--- src/rtl/div_seq_32_pkg.sv ---
// Shared definitions for the sequential 32-bit divider: widths, FSM state
// encoding, divide-by-zero result constant and the result payload struct.
package div_seq_32_pkg;

  localparam int unsigned DATA_W = 32;
  localparam int unsigned CNT_W  = 5;
  localparam int unsigned ITERS  = 32;

  localparam logic [DATA_W-1:0] DIV0_QUOT = 32'hFFFF_FFFF;

  typedef enum logic [2:0] {
    ST_IDLE  = 3'd0,
    ST_ABS_A = 3'd1,
    ST_ABS_B = 3'd2,
    ST_ITER  = 3'd3,
    ST_FIX_Q = 3'd4,
    ST_FIX_R = 3'd5,
    ST_DONE  = 3'd6
  } state_e;

  // Result payload presented on HI/LO
  typedef struct packed {
    logic [DATA_W-1:0] quot;
    logic [DATA_W-1:0] rem;
    logic              dbz;
  } div_res_t;

endpackage

--- src/rtl/div_seq_32_add.sv ---
// 32-bit carry-lookahead adder (4-bit lookahead groups, group carries chained).
// No carry-in; negation is done by callers as (~x) + 1.
//   a_i, b_i : operands
//   rc_o     : sum
//   c_out_o  : carry out of bit 31
module div_seq_32_add
  import div_seq_32_pkg::*;
(
  input  logic [DATA_W-1:0] a_i,
  input  logic [DATA_W-1:0] b_i,
  output logic [DATA_W-1:0] rc_o,
  output logic              c_out_o
);

  localparam int unsigned GROUPS = DATA_W / 4;

  logic [DATA_W-1:0] g;
  logic [DATA_W-1:0] p;
  logic [DATA_W-1:0] c;
  logic [GROUPS:0]   gc;

  // Per-group lookahead; gc[k] is the carry into group k
  always_comb begin
    g  = a_i & b_i;
    p  = a_i ^ b_i;
    c  = '0;
    gc = '0;
    for (int k = 0; k < int'(GROUPS); k++) begin
      c[4*k]   = gc[k];
      c[4*k+1] = g[4*k] | (p[4*k] & gc[k]);
      c[4*k+2] = g[4*k+1] | (p[4*k+1] & g[4*k]) | (p[4*k+1] & p[4*k] & gc[k]);
      c[4*k+3] = g[4*k+2] | (p[4*k+2] & g[4*k+1]) | (p[4*k+2] & p[4*k+1] & g[4*k])
               | (p[4*k+2] & p[4*k+1] & p[4*k] & gc[k]);
      gc[k+1]  = g[4*k+3] | (p[4*k+3] & g[4*k+2]) | (p[4*k+3] & p[4*k+2] & g[4*k+1])
               | (p[4*k+3] & p[4*k+2] & p[4*k+1] & g[4*k])
               | (p[4*k+3] & p[4*k+2] & p[4*k+1] & p[4*k] & gc[k]);
    end
    rc_o    = p ^ c;
    c_out_o = gc[GROUPS];
  end

endmodule

--- src/rtl/div_seq_32.sv ---
// Multi-cycle signed/unsigned 32-bit divider (DIV/DIVU) built around one
// shared adder. Restoring division, one quotient bit per cycle, with
// magnitude conversion before and sign fix-up after the iterations.
//   clock, reset_n          : clock, async active-low reset
//   start, is_signed        : launch request and signedness (sampled when idle)
//   dividend, divisor       : operands (sampled with start)
//   busy                    : operation in flight
//   done                    : one-cycle completion pulse
//   div_by_zero             : divisor was zero (held with results)
//   quotient, remainder     : LO / HI results, held until the next completion
module div_seq_32
  import div_seq_32_pkg::*;
(
  input  logic              clock,
  input  logic              reset_n,
  input  logic              start,
  input  logic              is_signed,
  input  logic [DATA_W-1:0] dividend,
  input  logic [DATA_W-1:0] divisor,
  output logic              busy,
  output logic              done,
  output logic              div_by_zero,
  output logic [DATA_W-1:0] quotient,
  output logic [DATA_W-1:0] remainder
);

  state_e            state_q, state_d;
  logic [DATA_W-1:0] a_q, a_d;       // |dividend|, then shifts into the quotient
  logic [DATA_W-1:0] b_q, b_d;       // divisor as sampled
  logic [DATA_W-1:0] dvd_q, dvd_d;   // original dividend for the div-by-zero remainder
  logic [DATA_W-1:0] nd_q, nd_d;     // -|divisor|
  logic [DATA_W-1:0] r_q, r_d;       // partial remainder
  logic [CNT_W-1:0]  count_q, count_d;
  logic              sgn_q, sgn_d;
  logic              sq_q, sq_d;
  logic              sr_q, sr_d;
  logic              busy_q, busy_d;
  logic              done_q, done_d;
  div_res_t          res_q, res_d;

  logic [DATA_W-1:0] add_a_c, add_b_c, add_rc_c;
  logic              add_co_c;
  logic [DATA_W-1:0] iter_s_c;

  div_seq_32_add u_add (
    .a_i     (add_a_c),
    .b_i     (add_b_c),
    .rc_o    (add_rc_c),
    .c_out_o (add_co_c)
  );

  // Shifted remainder with the next dividend bit appended
  assign iter_s_c = {r_q[DATA_W-2:0], a_q[DATA_W-1]};

  // State and datapath registers
  always_ff @(posedge clock or negedge reset_n) begin
    if (!reset_n) begin
      state_q <= ST_IDLE;
      a_q     <= '0;
      b_q     <= '0;
      dvd_q   <= '0;
      nd_q    <= '0;
      r_q     <= '0;
      count_q <= '0;
      sgn_q   <= 1'b0;
      sq_q    <= 1'b0;
      sr_q    <= 1'b0;
      busy_q  <= 1'b0;
      done_q  <= 1'b0;
      res_q   <= '0;
    end else begin
      state_q <= state_d;
      a_q     <= a_d;
      b_q     <= b_d;
      dvd_q   <= dvd_d;
      nd_q    <= nd_d;
      r_q     <= r_d;
      count_q <= count_d;
      sgn_q   <= sgn_d;
      sq_q    <= sq_d;
      sr_q    <= sr_d;
      busy_q  <= busy_d;
      done_q  <= done_d;
      res_q   <= res_d;
    end
  end

  // Next-state, adder steering and datapath updates
  always_comb begin
    state_d = state_q;
    a_d     = a_q;
    b_d     = b_q;
    dvd_d   = dvd_q;
    nd_d    = nd_q;
    r_d     = r_q;
    count_d = count_q;
    sgn_d   = sgn_q;
    sq_d    = sq_q;
    sr_d    = sr_q;
    busy_d  = busy_q;
    done_d  = 1'b0;
    res_d   = res_q;
    add_a_c = '0;
    add_b_c = '0;

    case (state_q)
      // DONE accepts a new start exactly like IDLE
      ST_IDLE, ST_DONE: begin
        busy_d  = 1'b0;
        state_d = ST_IDLE;
        if (start) begin
          state_d = ST_ABS_A;
          busy_d  = 1'b1;
          a_d     = dividend;
          dvd_d   = dividend;
          b_d     = divisor;
          sgn_d   = is_signed;
          r_d     = '0;
          count_d = '0;
        end
      end

      ST_ABS_A: begin
        add_a_c = ~a_q;
        add_b_c = DATA_W'(1);
        if (sgn_q && a_q[DATA_W-1]) a_d = add_rc_c;
        sq_d    = sgn_q & (a_q[DATA_W-1] ^ b_q[DATA_W-1]);
        sr_d    = sgn_q & a_q[DATA_W-1];
        state_d = ST_ABS_B;
      end

      ST_ABS_B: begin
        add_a_c = ~b_q;
        add_b_c = DATA_W'(1);
        nd_d    = (sgn_q && b_q[DATA_W-1]) ? b_q : add_rc_c;
        if (b_q == '0) begin
          res_d.quot = DIV0_QUOT;
          res_d.rem  = dvd_q;
          res_d.dbz  = 1'b1;
          done_d     = 1'b1;
          busy_d     = 1'b0;
          state_d    = ST_DONE;
        end else begin
          state_d = ST_ITER;
        end
      end

      // Trial subtract: carry out means S >= |divisor|
      ST_ITER: begin
        add_a_c = iter_s_c;
        add_b_c = nd_q;
        if (add_co_c) begin
          r_d = add_rc_c;
          a_d = {a_q[DATA_W-2:0], 1'b1};
        end else begin
          r_d = iter_s_c;
          a_d = {a_q[DATA_W-2:0], 1'b0};
        end
        if (count_q == CNT_W'(ITERS - 1)) begin
          count_d = '0;
          state_d = ST_FIX_Q;
        end else begin
          count_d = count_q + CNT_W'(1);
        end
      end

      ST_FIX_Q: begin
        add_a_c = ~a_q;
        add_b_c = DATA_W'(1);
        if (sq_q) a_d = add_rc_c;
        state_d = ST_FIX_R;
      end

      // Remainder fix and result capture happen together on entry to DONE
      ST_FIX_R: begin
        add_a_c    = ~r_q;
        add_b_c    = DATA_W'(1);
        if (sr_q) r_d = add_rc_c;
        res_d.quot = a_q;
        res_d.rem  = sr_q ? add_rc_c : r_q;
        res_d.dbz  = 1'b0;
        done_d     = 1'b1;
        busy_d     = 1'b0;
        state_d    = ST_DONE;
      end

      default: begin
        state_d = ST_IDLE;
        busy_d  = 1'b0;
      end
    endcase
  end

  assign busy        = busy_q;
  assign done        = done_q;
  assign div_by_zero = res_q.dbz;
  assign quotient    = res_q.quot;
  assign remainder   = res_q.rem;

endmodule

--- config.mk ---
export PLATFORM = sky130hd
export DESIGN_NAME = div_seq_32
export DESIGN_NICKNAME = d
export VERILOG_FILES = /design/src/rtl/div_seq_32_pkg.sv /design/src/rtl/div_seq_32_add.sv /design/src/rtl/div_seq_32.sv
export SDC_FILE = /design/constraint.sdc
export NUM_CORES = 1
export LEC_CHECK = 0
export ABC_AREA = 1
export CAP_MARGIN = 15
export CORE_UTILIZATION = 50
export CTS_CLUSTER_DIAMETER = 30
export CTS_CLUSTER_SIZE = 10
export DETAILED_ROUTE_END_ITERATION = 8
export PLACE_DENSITY = 0.7
export SLEW_MARGIN = 20
export SYNTH_ARGS = -nofsm -noshare
export SYNTH_HDL_FRONTEND = slang
export SYNTH_SLANG_ARGS = --single-unit
--- constraint.sdc ---
create_clock -name clock -period 6 [get_ports clock]
set_input_delay 1.2 -clock clock [delete_from_list [all_inputs] [get_ports clock]]
set_output_delay 1.2 -clock clock [all_outputs]
set_load 0.005 [all_outputs]
==> impl_summary.md <==
Logic synthesis
The number of enable-type register cells in the synthesized netlist is 0. The post-synthesis cell area is approximately 13000 sq um. The register bit total from synthesis is around 240.

Dividing the synthesized area by the synthesized cell count gives 7.90 sq um. When the netlist entered floorplanning its net count stood at around 1800. The most used flip-flop cell after synthesis is sky130_fd_sc_hd__dfrtp_1. The synthesized instance count is 1642. The yosys synthesis warning count is 0. The register area share after synthesis is between 40% and 50%. In this run, distinct cell masters in the synthesized netlist total 45. Counting flops with an async set or reset pin after synthesis yields a share of 100%.

Setup path
The top fanout value on the critical path is 27. In this run the critical register-to-register path is launched from state_q[2]$_DFFE_PN0P_. The worst setup path is of the register to register kind. The startpoint class of the critical path is a register.

The internal reg-to-reg setup slack is between 1 and 1.5 ns. STA puts the critical path data arrival time at 5.11 ns. The capture point of the worst reg-to-reg path is remainder[29]$_DFFE_PN0P_. The most critical setup path has its startpoint at state_q[2]$_DFFE_PN0P_.

The nature of the critical path endpoint is a register. Counting cells, the worst reg-to-reg path comes to 24. In this run the worst setup path terminates at remainder[29]$_DFFE_PN0P_. STA puts the critical path data required time at 6.49 ns.

Pwr
Power comes to 11.4 mW. IR analysis of the VDD net gives a maximum drop of ~0.35 mV. Power spread over the standard cell area amounts to 684 nW/um^2. Summed over all cells, the static leakage comes to just under 8 nW.

Clock tree
The worst-skew pair later-pin latency is 0.58 ns. The cts-stage hold buffer count is 0. Buffers added to address setup during post-CTS repair amount to 0. The maximum buffer depth of the clock tree is 3. The number of clock sinks is approximately 240.

In this run, post-CTS repair resized a total of 0 instances. After clock tree synthesis, the clock-pin slew on the worst setup and hold paths is ~0.05 ns. Clock tree synthesis inserted a total of 57 buffers. TritonCTS built the clock tree. CTS built an H-tree with a depth of 2.

Clock tree synthesis selected as its root buffer the cell sky130_fd_sc_hd__clkbuf_16.

Floorplanning
The floorplan step defined a die boundary enclosing ~27000 sq um. The number of rows created at floorplan is 58. The die extent in y is about 160 microns. The top-level I/O count is around 140. The placeable core area is ~25000 sq um. From left edge to right edge, the die measures 163 microns.

For this configuration, the core starts out at a cell density of between 50% and 60%.

Drt
For this block, the initial DRC count from the detailed router was 1289. For this run, the detailed router's first-pass iteration total came to 7. The aggregate routed wire length is between 40 and 50 mm. The DRC violation count after routing is 0. Dividing the detail-routed wire length by the instance count gives 20.3 microns.

Dividing the detail-routed via count by the number of cells gives between 5 and 6. The final route contains approximately 13000 vias. The post-route antenna net violation count is 0.

Place
Including well taps, the total number of placed cells is 2034. Detailed placement finished with a half-perimeter wire length of slightly below 30 mm. OpenSTA, run right after detailed placement, puts the worst setup slack at about 1.4 ns. The congestion estimate from routability-driven global placement came to between 0.9 and 1.

The quantity of I/O buffers inserted on ports is 134. Once placement finished, the instance area stood at between 10000 and 15000 sq um.

Final layout
Summing all non-filler instances in the final layout gives an area of 16600 sq um. The number of nets at the end of the flow is between 1500 and 2000. The share of post-route cells with drive strength above 1 is between 8 and 9%. The final standard cell count with taps included and fillers excluded is ~2100. The area growth from synthesis to layout is 28.3%. Leaving out fill and tap cells, the most frequent cells in the layout are sky130_fd_sc_hd__nand2_1 (348), sky130_fd_sc_hd__dfrtp_1 (238), sky130_fd_sc_hd__inv_1 (187), sky130_fd_sc_hd__o21ai_0 (178), sky130_fd_sc_hd__nor2_1 (146).

The total inserted antenna cells is 0. The leading cell type in the layout, fill and taps excluded is sky130_fd_sc_hd__nand2_1. Counting the fill cells in the layout gives between 2000 and 2500.

STA
The count of endpoints failing hold in the final timing report was 0. The worst clock skew on the final layout is a little over 0.02 ns. For the final routed database, the setup TNS stands at 0 ns. Derived from the worst setup path, the maximum achievable clock frequency is approximately 220 MHz. The routed design could run at a clock period as short as around 4.6 ns. The worst pin sits at a relative slew slack of about 29%. In the post-route analysis, the smallest setup slack over all paths is about 1.4 ns. The number of pins with negative max-slew slack in the final report is 0.

Dividing the final minimum period by the clock period gives around 77%. Setup violations remaining at the end of the flow were counted as 0. Setup repair after global routing left no endpoint under its margin.

The slew of the pin with the lowest slew margin is around 1.1 ns.

GRT
Entering global routing, the biggest net connects approximately 150 pins. Summed over all layers, the global routing overflow is 0. The wire length of the first global-routing pass is 67.9 mm. The number of global-route vias before repair came to 12500. Across every metal layer, demand over resource in global routing totals about a third.

The initial antenna violation count is 0.

Outcome
The run finished with clean final reports.

Run
The count of maximum capacitance violations is 0.

Hold path
The worst hold path belongs to the class register to register.
[final cells by class]
cell class	instances	area [sq um]	share of cell area (%)
Sequential cell	238	5960	35.8
Inverter	193	724	4.35
Timing Repair Buffer	157	1530	9.20
Clock buffer	62	1470	8.80
Clock inverter	45	623	3.74
Tap cell	330	413	2.48
Multi-Input combinational cell	1116	5930	35.6
[state kept, by name, summed over array words and instances (netlist names), 3 cells and up]
signal / count
a_q: 32
remainder: 32
count_q: 5
b_q: 32
r_q: 32
state_q: 3
dvd_q: 32
quotient: 32
nd_q: 32
[how the worst min path moves through the flow]
stage                     slack (ns)                     to  cells after the start                   from
after detailed placement        0.46  dvd_q[27]$_DFFE_PN0P_                      2  dvd_q[27]$_DFFE_PN0P_
after global routing            0.49    nd_q[1]$_DFFE_PN0N_                      1    nd_q[1]$_DFFE_PN0N_
after CTS                       0.47  dvd_q[30]$_DFFE_PN0P_                      2  dvd_q[30]$_DFFE_PN0P_
after global placement          0.46  dvd_q[30]$_DFFE_PN0P_                      2  dvd_q[30]$_DFFE_PN0P_
final                           0.48  dvd_q[30]$_DFFE_PN0P_                      2  dvd_q[30]$_DFFE_PN0P_
after floorplan                 0.44  dvd_q[11]$_DFFE_PN0P_                      2  dvd_q[11]$_DFFE_PN0P_
[cell families after synthesis]
kind of cell / Yosys count / synth area share (%)
AOI/OAI and AO/OA: 464 / 21.1
xor gates and xnor gates: 15 / 1.01
adders and majority gates: 42 / 4.51
buffers and inverters: 288 / 8.55
DFF: 238 / 45.9
and+or+nand+nor: 595 / 18.9
[per-stage QoR]
stage / util (%) / hold slack (ns)
after CTS: 65.7 / 0.474
final: 65.7 / 0.476
after detailed placement: 57.5 / 0.460
after floorplan: - / 0.444
after global routing: 65.7 / 0.494
after global placement: 57.5 / 0.457
[cells in the mapped netlist (7+ instances only)]
cell | count | area [sq um]
sky130_fd_sc_hd__nand2_4 | 8 | 90.1
sky130_fd_sc_hd__a221oi_1 | 15 | 131
sky130_fd_sc_hd__nand3_1 | 56 | 280
sky130_fd_sc_hd__buf_1 | 11 | 41.3
sky130_fd_sc_hd__inv_1 | 188 | 706
sky130_fd_sc_hd__o22ai_1 | 27 | 169
sky130_fd_sc_hd__nor2_1 | 148 | 556
sky130_fd_sc_hd__o21ai_0 | 178 | 891
sky130_fd_sc_hd__xnor2_1 | 9 | 78.8
sky130_fd_sc_hd__a31oi_1 | 18 | 113
sky130_fd_sc_hd__o221ai_1 | 19 | 166
sky130_fd_sc_hd__o211ai_1 | 13 | 97.6
sky130_fd_sc_hd__o21ai_1 | 9 | 45.0
sky130_fd_sc_hd__ha_1 | 34 | 425
sky130_fd_sc_hd__o2111ai_1 | 8 | 70.1
sky130_fd_sc_hd__fa_1 | 8 | 160
sky130_fd_sc_hd__a21oi_1 | 118 | 591
sky130_fd_sc_hd__clkbuf_1 | 75 | 282
sky130_fd_sc_hd__nand2_1 | 350 | 1310
sky130_fd_sc_hd__dfrtp_1 | 238 | 5960
sky130_fd_sc_hd__a22oi_1 | 34 | 255
sky130_fd_sc_hd__nand2_2 | 7 | 43.8
sky130_fd_sc_hd__o21bai_1 | 10 | 75.1
sky130_fd_sc_hd__nand4_1 | 11 | 68.8
[metal layers]
| metal | track usage, % | up-vias | wire length, microns | part of all wire (%) |
|---|---|---|---|---|
| met4 | 23.9 | 0 | 3210 | 7.4 |
| met1 | 39.5 | 6029 | 16400 | 38 |
| met2 | 55.8 | 624 | 21200 | 49 |
| li1 | - | 5753 | - | - |
| met5 | 0 | - | 0 | 0 |
| met3 | 4.80 | 185 | 2680 | 6.2 |
[power breakdown]
part	internal [mW]	switching [mW]
combinational	1.84	3.34
sequential	2.37	0.525
clock	2.23	1.09
total	6.44	4.95
[critical path: stages, from the launching register on]
cell and delay [ns]:
sky130_fd_sc_hd__dfrtp_1 0.43, sky130_fd_sc_hd__inv_1 0.16, sky130_fd_sc_hd__nand2_1 0.09, sky130_fd_sc_hd__inv_1 0.48, sky130_fd_sc_hd__buf_4 0.40, sky130_fd_sc_hd__a22oi_1 0.14
sky130_fd_sc_hd__o221ai_1 0.11, sky130_fd_sc_hd__ha_1 0.28, sky130_fd_sc_hd__nand3_1 0.09, sky130_fd_sc_hd__nor2_1 0.04, sky130_fd_sc_hd__nor3_1 0.29, sky130_fd_sc_hd__nand2_4 0.10
sky130_fd_sc_hd__nand2_2 0.08, sky130_fd_sc_hd__nand2_4 0.06, sky130_fd_sc_hd__nand2_2 0.08, sky130_fd_sc_hd__nand2_2 0.08, sky130_fd_sc_hd__nand2_2 0.09, sky130_fd_sc_hd__nand2_4 0.08
sky130_fd_sc_hd__nand2_2 0.10, sky130_fd_sc_hd__nand2_4 0.08, sky130_fd_sc_hd__fa_1 0.43, sky130_fd_sc_hd__or2_2 0.31, sky130_fd_sc_hd__nand2_1 0.11, sky130_fd_sc_hd__o21ai_0 0.17
sky130_fd_sc_hd__a31oi_1 0.24
(Power assumes the default switching activity.)
